[src/rtl/vctr_sqr_accum.sv]
// vctr_sqr_accum: drains one N-word vector from the upstream FIFO stage,
// squares each word and accumulates the squared L2 norm, then presents the
// scalar over a valid/ack handshake.
// Optional build macro: VCTR_ACCUM_SATURATE_EN (saturating accumulator;
// without it the accumulator wraps modulo 2^ACC_WIDTH).
module vctr_sqr_accum #(
    parameter int WORD_WIDTH      = 16,
    parameter int HSP_BANDS_WIDTH = 3,
    parameter int ACC_WIDTH       = 32
) (
    input  logic                  clk,
    input  logic                  rst_n,
    input  logic                  start,
    input  logic                  vctr_ready,
    output logic                  vctr_rd_en,
    input  logic [WORD_WIDTH-1:0] vctr_data,
    output logic [ACC_WIDTH-1:0]  result,
    output logic                  result_valid,
    input  logic                  result_ack,
    output logic                  idle,
    output logic                  busy
);
    localparam int N    = 1 << HSP_BANDS_WIDTH;
    localparam int SQ_W = 2 * WORD_WIDTH;

    generate
        if (ACC_WIDTH < SQ_W) begin : g_acc_too_narrow
            $error("vctr_sqr_accum: ACC_WIDTH must be >= 2*WORD_WIDTH");
        end
    endgenerate

    typedef enum logic [2:0] {
        S_IDLE,
        S_WAIT,
        S_FETCH,
        S_DRAIN,
        S_RESULT
    } state_t;

    state_t                     state;
    logic [HSP_BANDS_WIDTH-1:0] cnt;
    logic                       v1;
    logic                       v2;
    logic [SQ_W-1:0]            sq;
    logic [ACC_WIDTH-1:0]       acc;
    logic [ACC_WIDTH-1:0]       acc_nxt;
    logic [ACC_WIDTH:0]         sum;

    // Reads follow upstream readiness directly so a stall costs no cycles.
    assign vctr_rd_en = (state == S_FETCH) && vctr_ready;

    // Next accumulator value: carry-out kept in sum's top bit.
    always_comb begin
        sum     = {1'b0, acc} + {{(ACC_WIDTH + 1 - SQ_W){1'b0}}, sq};
        acc_nxt = acc;
        if (v2) begin
            acc_nxt = sum[ACC_WIDTH-1:0];
`ifdef VCTR_ACCUM_SATURATE_EN
            // Once clamped, every later add carries out again (or adds 0),
            // so the value stays pinned at all-ones for the rest of the vector.
            if (sum[ACC_WIDTH]) acc_nxt = '1;
`endif
        end
    end

    // Square/accumulate pipeline; cleared when a new vector begins.
    always_ff @(posedge clk or negedge rst_n) begin
        if (!rst_n) begin
            v1  <= 1'b0;
            v2  <= 1'b0;
            sq  <= '0;
            acc <= '0;
        end else if (state == S_WAIT && vctr_ready) begin
            v1  <= 1'b0;
            v2  <= 1'b0;
            acc <= '0;
        end else begin
            v1  <= vctr_rd_en;
            v2  <= v1;
            if (v1) sq <= SQ_W'(vctr_data) * SQ_W'(vctr_data);
            acc <= acc_nxt;
        end
    end

    // Control FSM with registered status outputs and result capture.
    always_ff @(posedge clk or negedge rst_n) begin
        if (!rst_n) begin
            state        <= S_IDLE;
            cnt          <= '0;
            result       <= '0;
            result_valid <= 1'b0;
            idle         <= 1'b1;
            busy         <= 1'b0;
        end else begin
            case (state)
                S_IDLE: begin
                    if (start) begin
                        state <= S_WAIT;
                        idle  <= 1'b0;
                        busy  <= 1'b1;
                    end
                end
                S_WAIT: begin
                    if (vctr_ready) begin
                        state <= S_FETCH;
                        cnt   <= '0;
                    end
                end
                S_FETCH: begin
                    if (vctr_rd_en) begin
                        cnt <= cnt + 1'b1;
                        if (cnt == HSP_BANDS_WIDTH'(N - 1)) state <= S_DRAIN;
                    end
                end
                S_DRAIN: begin
                    // v1 low means the final square sits in stage 3 this cycle;
                    // after this edge both valid bits are clear, so capture the
                    // accumulator including that last add.
                    if (!v1) begin
                        state        <= S_RESULT;
                        result       <= acc_nxt;
                        result_valid <= 1'b1;
                        busy         <= 1'b0;
                    end
                end
                S_RESULT: begin
                    if (result_ack) begin
                        state        <= S_IDLE;
                        result_valid <= 1'b0;
                        idle         <= 1'b1;
                    end
                end
                default: begin
                    state        <= S_IDLE;
                    result_valid <= 1'b0;
                    idle         <= 1'b1;
                    busy         <= 1'b0;
                end
            endcase
        end
    end
endmodule

[config.mk]
export PLATFORM = sky130hd
export DESIGN_NAME = vctr_sqr_accum
export DESIGN_NICKNAME = d
export VERILOG_FILES = /design/src/rtl/vctr_sqr_accum.sv
export SDC_FILE = /design/constraint.sdc
export NUM_CORES = 1
export LEC_CHECK = 0
export ABC_AREA = 1
export CORE_ASPECT_RATIO = 1.4
export CORE_UTILIZATION = 55
export CTS_CLUSTER_SIZE = 25
export DETAILED_ROUTE_END_ITERATION = 8
export PLACE_DENSITY = 0.79
export SLEW_MARGIN = 20
export SYNTH_ARGS = -nofsm -noshare
export SYNTH_HDL_FRONTEND = slang
export SYNTH_SLANG_ARGS = --single-unit
[constraint.sdc]
create_clock -name clk -period 5.4 [get_ports clk]
set_input_delay 0.54 -clock clk [delete_from_list [all_inputs] [get_ports clk]]
set_output_delay 0.54 -clock clk [all_outputs]
set_load 0.05 [all_outputs]
==> metrics.md <==
| Metric | Value |
|---|---|
| DIE AREA | 0.02643 mm2 |
| First-pass GRT wire length | 57290 um |
| Net count after synthesis | 2250 |
| Setup crit start kind | input pin |
| FF-to-FF path depth | 7 |
| Crit-path max FO | 7 |
| DRC Markers | 0 |
| Final GP Congestion | 0.9745 |
| Status | complete, no violations |
| Crit. End Element | register |
| Min Tclk post-route | 5306 ps |
| Die Y | 192.0 um |
| Post-place setup slack | -831.5 ps |
| CTS tree | built |
| H-tree Lvls | 3 |
| I/O pin count | 57 |
| Final WL | 36730 um |
| Drt wl/cell | 15.05 um |
| Seq/Total Area, Yosys | 0.1872 |
| Hold violation count in the final report | 0 |
| Mapped Area | 0.01417 mm2 |
| Initial DRC Count | 553 |
| Vias in the first global route | 12940 |
| Die width | 137.7 um |
| Synth Area in Simple Gates | 0.2484 |
| Type of the most critical hold path | in2async |
| Worst setup margin | 93.56 ps |
| GR Util All Layers | 0.2760 |
| Cell count after synthesis | 1932 |
| Reg2Reg Capture Point | sq[2] |
| Rows | 69 |
| Warnings, synthesis | 0 |
| Register bit count reported by yosys | 106 |
| I/O Buffers | 56 |
| Achievable Freq | 0.1885 GHz |
| Antenna-violating nets left | 0 |
| Synth unique cells | 42 |
| Core area | 0.02538 mm2 |
| Share of cells above drive strength 1 | 0.1857 |
| Slowest-stage cell, CP | fa_1 |
| Multiplexer area fraction after synthesis | 0.001412 |
| Crit path largest cell delay | 550 ps |
| Classification of the worst setup path | in2reg |
| Initial antenna violation count | 0 |
| Worst Skew | 7.564 ps |
| Post-synthesis compound-gate area fraction | 0.06082 |
| Maxcap violations | 0 |
| EDFF count, synth | 0 |
| Final nets | 2435 |
| Later-pin clock latency in the skew report | 360 ps |
| Largest family of logic cells by synthesized area | adder cells |
| Worst-case clock buffer depth | 2 |
| Reg-to-reg slack, setup | 2880 ps |
| Antenna Cells | 0 |
| Clock sinks | 106 |
| Worst-margin pin slew | 933.4 ps |
| Ys flop type | dfrtp_1 |
| Final Setup Violations | 0 |
| Pin count of the biggest net entering global routing | 69 |
| Synthesis-to-layout area growth | 22.68% |
| Post-Synth Adder-Cell Area | 0.3480 |
| Reg clk slew, reported paths | 70 ps |
| CP Cell Sequence | clkdlybuf4s15_1 > buf_12 > nand2_4 > inv_1 > fa_1 > inv_2 > fa_1 > inv_2 > fa_2 > fa_2 > fa_1 > inv_2 > fa_1 > inv_2 > ha_4 > nand2_4 > inv_4 > nand3_4 > nor2_4 > nand4_1 > nand2_1 > nand2_1 > nand3_2 > nand2_1 |
| Initial DRT Pass Iterations | 5 |
| Ys async rst share | 1.000 |
| DR vias/cell | 5.211 |
| Arrival @ worst endpoint | 5560 ps |
| Avg Cell Area, Syn | 7.337 um2 |
| Fin crit share | 0.9827 |
| Starting Density | 0.5585 |
| Slew Viols, Final | 0 |
| Slew Limit Headroom | 0.3763 |
| HPWL after DPL | 28980 um |
| Reg2reg start | state[2] |
| Clock root cell | clkbuf_16 |
| XOR/XNOR Fraction of Synth Area | 0.02348 |
| Vias | 12720 |
| CP required | 5650 ps |
| Total grt overflow | 0 |
| TritonCTS buffer count | 9 |
-- synthesized netlist by cell type, types with 4 or more instances --
cell,number,area [um2]
nor2_1,137,514.2
a31oi_1,7,43.79
buf_4,4,30.03
nand4_1,14,87.58
xor2_1,10,87.58
buf_2,6,30.03
a21oi_1,50,250.2
nand3_2,5,50.05
a22o_1,4,35.03
fa_1,162,3243
or2_2,17,106.4
o21ai_2,5,43.79
ha_1,135,1689
o21ai_0,44,220.2
nand3_1,83,415.4
dfrtp_1,105,2628
nor3_1,10,50.05
nand2_2,17,106.4
nand3b_1,6,45.04
inv_1,434,1629
clkbuf_1,39,146.4
o21ai_1,20,100.1
nor2_2,4,25.02
xnor2_1,28,245.2
o21bai_1,9,67.56
o211ai_1,6,45.04
nand2_1,551,2068
-- worst max-delay path by stage --
stage,start,endpoint,slack (ps)
floorplan,vctr_data[11],sq[29],4
global placement,vctr_data[6],sq[28],-770
detailed placement,vctr_data[6],sq[28],-830
CTS,vctr_data[2],sq[31],-80
global route,vctr_data[8],sq[25],-70
finish,vctr_data[8],sq[28],90
-- layout make-up --
class,instances,area (um2)
clock buffer,9,225.2
clock inverter,7,61.31
fill,2058,7991
inverter,436,1647
multi-input combinational,1339,10450
sequential,106,2658
tap,319,399.1
timing repair buffer,225,1954
-- routing by layer --
layer	global-route usage	part of all wire	vias to the layer above
li1	-	-	6174
met4	0.1500	0.059	0
met1	0.2831	0.37	6057
met3	0.01847	0.029	141
met5	0	0	-
met2	0.5412	0.54	349
-- cells in the final DEF, fill, tap and decap left out, types with 16 or more instances in the layout --
| cell | count |
|---|---|
| nand2_1 | 523 |
| inv_1 | 413 |
| fa_1 | 151 |
| buf_4 | 148 |
| ha_1 | 119 |
| nor2_1 | 116 |
| dfrtp_1 | 104 |
| nand3_1 | 77 |
| clkdlybuf4s50_1 | 40 |
| nand2_2 | 35 |
| o21ai_0 | 35 |
| a21oi_1 | 28 |
| xnor2_1 | 27 |
| o21ai_1 | 24 |
| inv_2 | 18 |
| or2_2 | 17 |
| nor2_2 | 16 |
-- critical path, delay by kind of cell --
kind                       cells  cell delay, ps
adders and majority gates      7            3430
buffers and inverters          8             660
and+or+nand+nor                9             920
-- flip-flops by register name (all words and copies together), names as in the netlist --
signal        count
acc              32
result           32
sq               31
cnt               3
state             3
busy              1
idle              1
result_valid      1
v1                1
v2                1
-- logic make-up (layout without fill, tap and decap cells) --
group	after synthesis	count (layout)
flip-flops	106	106
adder cells (fa/ha/maj)	297	297
XOR/XNOR	38	38
buffers and inverters	487	677
AND/OR/NAND/NOR	850	850
AO/OA/AOI/OAI	152	152
multiplexers	2	2
-- through the flow --
stage / cells / util / hold slack, ps / area (um2) / TNS (ps)
finish: 2441 / 0.6852 / 197.7 / 17390 / 0
global route: 2441 / 0.6852 / 271.5 / 17390 / -300.2
CTS: 2425 / 0.6632 / 226.8 / 16830 / -434.1
detailed placement: 2404 / 0.6340 / 464.8 / 16090 / -14710
global placement: 2404 / 0.6340 / 462.0 / 16090 / -13410
floorplan: 1932 / - / 244.4 / 14220 / 0
-- timing repair --
| item | CTS | global route |
|---|---|---|
| gates cloned | 0 | 2 |
| pin swaps | 31 | 91 |
| setup buffers | 5 | 15 |
| setup endpoints to repair | 22 | 23 |
| hold buffers | 0 | 0 |
| gates resized for setup | 107 | 140 |
Power is left out: the tool's default activity adds up to more than one toggle a clock period on the data nets, which glitch-free logic cannot reach.
